[src/rtl/checker_mode_read_pkg.sv]
// rtl/checker_mode_read_pkg.sv - mode encodings, FSM states and address helper for the read-mode engine
package checker_mode_read_pkg;

   // Checker mode encodings shared with the CSR control interface
   localparam logic [1:0] CHECKER_MODE_DUMMY = 2'd0;
   localparam logic [1:0] CHECKER_MODE_READ  = 2'd1;

   // Byte distance between consecutive 64-bit words
   localparam logic [63:0] ADDR_STEP = 64'd8;

   typedef enum logic [1:0] {
      ST_IDLE = 2'd0,
      ST_REQ  = 2'd1,
      ST_WAIT = 2'd2,
      ST_DONE = 2'd3
   } state_e;

   // Force a byte address down to its containing 64-bit word
   function automatic logic [63:0] align_word(input logic [63:0] a);
      return a & ~64'h7;
   endfunction

endpackage

[src/rtl/checker_mode_read_timer.sv]
// rtl/checker_mode_read_timer.sv - load/enable/expire down-counter bounding memory waits
module checker_mode_read_timer #(
   parameter int unsigned TIMEOUT = 1023
) (
   input  logic sys_clk,
   input  logic sys_rst,
   input  logic load,
   input  logic en,
   output logic expire
);

   localparam int unsigned W = $clog2(TIMEOUT + 1);

   logic [W-1:0] cnt_q;
   logic [W-1:0] cnt_d;

   // Reload on every state change, otherwise count down while the engine is waiting
   always_comb begin
      cnt_d = cnt_q;
      if (load) begin
         cnt_d = W'(TIMEOUT);
      end else if (en && (cnt_q != '0)) begin
         cnt_d = cnt_q - 1'b1;
      end
   end

   // Expire on the TIMEOUT-th enabled cycle after a load; independent of load to avoid a loop
   assign expire = en && (cnt_q == W'(1));

   // Counter register
   always_ff @(posedge sys_clk or posedge sys_rst) begin
      if (sys_rst) begin
         cnt_q <= '0;
      end else begin
         cnt_q <= cnt_d;
      end
   end

endmodule

[src/rtl/checker_mode_read.sv]
// rtl/checker_mode_read.sv - read-mode engine: XOR checksum of NWORDS words; optional CHECKER_MODE_TIMEOUT_EN
module checker_mode_read
   import checker_mode_read_pkg::*;
#(
   parameter int unsigned NWORDS = 4
`ifdef CHECKER_MODE_TIMEOUT_EN
   , parameter int unsigned TIMEOUT = 1023
`endif
) (
   input  logic        sys_clk,
   input  logic        sys_rst,
   input  logic [1:0]  mode_mode,
   input  logic        mode_start,
   input  logic [63:0] mode_addr,
   output logic        mode_end,
   output logic [63:0] mode_data,
   output logic        mode_irq,
   input  logic        mode_ack,
   output logic        mode_error,
   output logic        mem_req,
   output logic [63:0] mem_addr,
   input  logic        mem_gnt,
   input  logic        mem_rvalid,
   input  logic [63:0] mem_rdata
);

   state_e      state_q, state_d;
   logic [63:0] addr_q, addr_d;
   logic [7:0]  count_q, count_d;
   logic [63:0] acc_q, acc_d;
   logic [63:0] data_q, data_d;
   logic        end_q, end_d;
   logic        err_q, err_d;
   logic        irq_q, irq_d;
   logic        req_q, req_d;
   logic        owed_q, owed_d;

   logic        timeout_hit;
   logic        live_rvalid;
   logic        set_err;
   logic        last_word;

`ifdef CHECKER_MODE_TIMEOUT_EN
   logic tmr_load;
   logic tmr_en;

   assign tmr_load = (state_d != state_q);
   assign tmr_en   = (state_q == ST_REQ) || (state_q == ST_WAIT);

   checker_mode_read_timer #(
      .TIMEOUT (TIMEOUT)
   ) u_timer (
      .sys_clk (sys_clk),
      .sys_rst (sys_rst),
      .load    (tmr_load),
      .en      (tmr_en),
      .expire  (timeout_hit)
   );
`else
   assign timeout_hit = 1'b0;
`endif

   // A response owed to an aborted run is swallowed; only the remaining ones are live
   assign live_rvalid = mem_rvalid && !owed_q;
   assign last_word   = (count_q == 8'(NWORDS - 1));

   // Next-state, datapath and error-flag computation
   always_comb begin
      state_d = state_q;
      addr_d  = addr_q;
      count_d = count_q;
      acc_d   = acc_q;
      data_d  = data_q;
      end_d   = 1'b0;
      err_d   = err_q;
      irq_d   = irq_q;
      owed_d  = owed_q;
      set_err = 1'b0;

      if (mem_rvalid && owed_q) begin
         owed_d = 1'b0;
      end

      case (state_q)
         ST_IDLE: begin
            if (mode_start && (mode_mode == CHECKER_MODE_READ)) begin
               state_d = ST_REQ;
               addr_d  = align_word(mode_addr);
               acc_d   = '0;
               count_d = '0;
               err_d   = 1'b0;
            end
         end
         ST_REQ: begin
            if (!mode_start) begin
               state_d = ST_IDLE;
               if (mem_gnt) begin
                  owed_d = 1'b1;
               end
            end else if (timeout_hit) begin
               state_d = ST_DONE;
               data_d  = acc_q;
               end_d   = 1'b1;
               set_err = 1'b1;
            end else if (mem_gnt) begin
               state_d = ST_WAIT;
            end
         end
         ST_WAIT: begin
            if (!mode_start) begin
               state_d = ST_IDLE;
               owed_d  = !live_rvalid;
            end else if (live_rvalid) begin
               if (last_word) begin
                  state_d = ST_DONE;
                  data_d  = acc_q ^ mem_rdata;
                  end_d   = 1'b1;
               end else begin
                  state_d = ST_REQ;
                  acc_d   = acc_q ^ mem_rdata;
                  addr_d  = addr_q + ADDR_STEP;
                  count_d = count_q + 8'd1;
               end
            end else if (timeout_hit) begin
               state_d = ST_DONE;
               data_d  = acc_q;
               end_d   = 1'b1;
               set_err = 1'b1;
               owed_d  = 1'b1;
            end
         end
         ST_DONE: begin
            if (!mode_start) begin
               state_d = ST_IDLE;
            end
         end
         default: state_d = ST_IDLE;
      endcase

      // Unsolicited data during an active or finished run is a protocol error; in IDLE it
      // may be a straggler from before a reset, so it is ignored there
      if (live_rvalid && ((state_q == ST_REQ) || (state_q == ST_DONE))) begin
         set_err = 1'b1;
      end

      if (set_err) begin
         err_d = 1'b1;
         irq_d = 1'b1;
      end else if (mode_ack) begin
         err_d = 1'b0;
         irq_d = 1'b0;
      end

      req_d = (state_d == ST_REQ);
   end

   // State and registered outputs
   always_ff @(posedge sys_clk or posedge sys_rst) begin
      if (sys_rst) begin
         state_q <= ST_IDLE;
         addr_q  <= '0;
         count_q <= '0;
         acc_q   <= '0;
         data_q  <= '0;
         end_q   <= 1'b0;
         err_q   <= 1'b0;
         irq_q   <= 1'b0;
         req_q   <= 1'b0;
         owed_q  <= 1'b0;
      end else begin
         state_q <= state_d;
         addr_q  <= addr_d;
         count_q <= count_d;
         acc_q   <= acc_d;
         data_q  <= data_d;
         end_q   <= end_d;
         err_q   <= err_d;
         irq_q   <= irq_d;
         req_q   <= req_d;
         owed_q  <= owed_d;
      end
   end

   assign mode_end   = end_q;
   assign mode_data  = data_q;
   assign mode_irq   = irq_q;
   assign mode_error = err_q;
   assign mem_req    = req_q;
   assign mem_addr   = addr_q;

endmodule

[config.mk]
export PLATFORM = sky130hd
export DESIGN_NAME = checker_mode_read
export DESIGN_NICKNAME = d
export VERILOG_FILES = /design/src/rtl/checker_mode_read_pkg.sv /design/src/rtl/checker_mode_read_timer.sv /design/src/rtl/checker_mode_read.sv
export SDC_FILE = /design/constraint.sdc
export NUM_CORES = 1
export LEC_CHECK = 0
export BUFFER_PORTS_ARGS = -buffer_cell sky130_fd_sc_hd__buf_4
export CELL_PAD_IN_SITES_DETAIL_PLACEMENT = 1
export CELL_PAD_IN_SITES_GLOBAL_PLACEMENT = 2
export CORE_MARGIN = 2
export CORE_UTILIZATION = 34
export CTS_CLUSTER_SIZE = 16
export DETAILED_ROUTE_END_ITERATION = 16
export GPL_TIMING_DRIVEN = 0
export MAX_ROUTING_LAYER = met4
export PLACE_DENSITY_LB_ADDON = 0.05
export SYNTH_ARGS = -nofsm -noshare
export SYNTH_HDL_FRONTEND = slang
export SYNTH_SLANG_ARGS = --single-unit
[constraint.sdc]
create_clock -name sys_clk -period 9.02 [get_ports sys_clk]
set_input_delay 0.902 -clock sys_clk [delete_from_list [all_inputs] [get_ports sys_clk]]
set_output_delay 0.902 -clock sys_clk [all_outputs]
set_load 0.01 [all_outputs]
==> impl_metrics.json <==
{
  "status": "completed",
  "wl_per_cell_um": 20.04,
  "fp.dieW_um": 182.3,
  "netlist_top_cells_area": "dfrtp_1 47%, o21ai_0 8.6%, nand2_1 5.3%",
  "initialDrtViolationCount": 465,
  "rsz0062_at_grt": "no",
  "min-delay-start": "mode_data[31]$_DFFE_PP0P_",
  "ioPinCount": 268,
  "die_y_um": 182.3,
  "cts-buffers-inserted": 26,
  "ir_worst_vdd_mv": 0.1528,
  "drive_gt1_share_pct": 22.68,
  "fin_crit_ps": 3212,
  "clk_path_buf_depth": 3,
  "ant_nets": 0,
  "dieArea_um2": 33240,
  "grt-ovfl-total": 0,
  "vias_per_cell": 5.370,
  "cpMaxStageDelayCell": "clkbuf_1",
  "cts_tree": "yes",
  "dp.cells": 1870,
  "fin_setup_tns_ps": 0,
  "synth_area_um2": 10810,
  "hold_class": "reg -> reg",
  "port_buffers": 261,
  "r2r_cells": 9,
  "cts.sinks": 204,
  "hpwl_um": 27920,
  "holdPathEnd": "mode_data[31]$_DFFE_PP0P_",
  "rrSetupSlack_ps": 5810,
  "drc": 0,
  "synth_edf_count": 0,
  "cts_setup_buffers": 0,
  "yosys_warnings": 0,
  "start_kind": "flop",
  "synthCells": 1204,
  "drv_cap": 0,
  "r2r_start": "state_q[1]$_DFF_PP0_",
  "fin_crit_sh_pct": 35.61,
  "leakage_nw": 6.126,
  "grt_pass1_vias": 10550,
  "holdWs_ps": 477.6,
  "routed_wl_um": 38290,
  "hold_viol_final": 0,
  "coreArea_um2": 31470,
  "async_reset_ff_share_pct": 100.0,
  "p_per_area_nw_per_um2": 230.9,
  "grt_max_degree": 115,
  "path_clk_slew_ps": 60,
  "min_path_cells": 2,
  "cp.required_ps": 9470,
  "via_count": 10260,
  "setup_ws_ps": 5808,
  "worstPathArrival_ps": 3660,
  "ys_ff_latch": 204,
  "crit_type": "reg -> reg",
  "crit_chain": "inv_1 > ha_1 > and3b_1 > o21ai_0 > a211oi_1 > clkbuf_1 > clkbuf_1 > o22ai_1 > a21oi_1",
  "grt_use_total_pct": 23.79,
  "synth_area_per_cell_um2": 8.981,
  "grt_pass1_wl_um": 60660,
  "finalSetupViolations": 0,
  "fp-row-count": 65,
  "start_util_pct": 34.35,
  "max_freq_mhz": 311.3,
  "htree_levels": 1,
  "syn_to_final_growth_pct": 30.32,
  "ys_seq_area_share_pct": 47.21,
  "cp-end-kind": "flop",
  "synth_cell_types": 68,
  "crit_fanout": 10,
  "antenna_found_initial": 1,
  "synth_top_area_cell": "dfrtp_1",
  "r2r_end": "mem_addr[5]$_DFFE_PP0P_",
  "tightest_slew_ps": 1206,
  "cts-root-buf": "clkbuf_16",
  "yosysTopAreaCellShare_pct": 47.21,
  "clk_latency_ps": 530,
  "slew-limit-headroom_pct": 18.98,
  "cts-resized-gates": 0,
  "slowest_delay_ps": 640,
  "place.gp.congestion": 0.8466,
  "ys.flop_type": "dfrtp_1",
  "layoutNonFillerInstCount": 1911,
  "finalMaxSlewViolations": 0,
  "drt_pass1_iterations": 4,
  "cpMostUsedCell": "clkbuf_1",
  "nNetsFinal": 1638,
  "skew_ps": 6.101,
  "pre_cts_ws_ps": 5574,
  "holdBufCountCts": 0
}
cells by family after synthesis:
| logic type | synth area share (%) |
|---|---|
| XOR/XNOR | 5.427 |
| adder cells (fa/ha/maj) | 0.6943 |
| buffers and inverters | 4.941 |
| flip-flops | 47.21 |
| other | 0.03468 |
| multiplexers | 1.967 |
| AO/OA/AOI/OAI | 19.89 |
| AND/OR/NAND/NOR | 19.83 |
per-layer routing:
layer  routed length (um)  GRT usage [%]
met1                17630          31.73
met2                18190          38.66
met3                 1568          2.993
met4                  894          5.839
met5                    0              -
critical path, delay by kind of cell, from the launching register on:
family	cells	cell delay, ps
buf+inv	3	1300
simple gates	1	190
fa+ha+maj	1	270
flops	1	430
compound gates	4	930
sequential cells by signal (all words and copies together) (netlist names), 2 cells and up:
| name | flops |
|---|---|
| acc_q | 64 |
| count_q | 8 |
| mem_addr | 61 |
| mode_data | 64 |
| state_q | 2 |
worst max path at each step:
| stage | from | to |
|---|---|---|
| after floorplan | sys_rst | acc_q[0]$_DFFE_PP0P_ |
| after CTS | state_q[1]$_DFF_PP0_ | mem_addr[5]$_DFFE_PP0P_ |
| final | state_q[1]$_DFF_PP0_ | mem_addr[5]$_DFFE_PP0P_ |
| after detailed placement | mode_mode[1] | mem_addr[5]$_DFFE_PP0P_ |
| after global routing | state_q[1]$_DFF_PP0_ | mem_addr[5]$_DFFE_PP0P_ |
| after global placement | sys_rst | mode_data[45]$_DFFE_PP0P_ |
final cells by class:
type	instances	area [um2]
Clock buffer	35	734.5
Timing Repair Buffer	262	1987
Buffer	75	342.8
Antenna cell	1	2.502
Sequential cell	204	5105
Inverter	51	198.9
Clock inverter	5	36.28
Tap cell	402	503.0
Fill cell	3727	17380
Multi-Input combinational cell	876	5181
synth_stat cells, types with 10 or more instances:
master / n
inv_1: 50
and4_1: 14
clkbuf_1: 43
nor3_1: 23
nor2_1: 46
a21oi_1: 49
buf_2: 25
and3_1: 20
o21ai_0: 186
mux2i_1: 19
dfrtp_1: 204
or3_1: 10
nand3_1: 83
nand2_1: 154
nor4_1: 11
o22ai_1: 35
xnor2_1: 66
a22o_1: 44
nand4_1: 28
cells in the final DEF (no fill, tap or decap), drive strengths merged, types with 46 or more instances in the layout:
cell / instances
nand2: 154
inv: 50
clkbuf: 78
nor2: 46
a21oi: 49
dfrtp: 204
xnor2: 66
nand3: 83
o21ai: 187
buf: 294
stage by stage:
stage,util [%],power [mW],area [um2]
4_1_cts,44.76,3.288,14090
3_5_place_dp,42.31,2.307,13320
5_1_grt,44.77,3.456,14090
3_3_place_gp,42.20,2.286,13280
2_1_floorplan,-,1.785,10820
6_report,44.77,3.254,14090
power breakdown:
group	internal (mW)	leakage [nW]	switching, mW
logic	0.447	3.06	0.513
clock network	0.562	0.384	0.400
registers	1.07	2.68	0.264
total	2.08	6.13	1.18
Power figures use the tool's default switching activity.
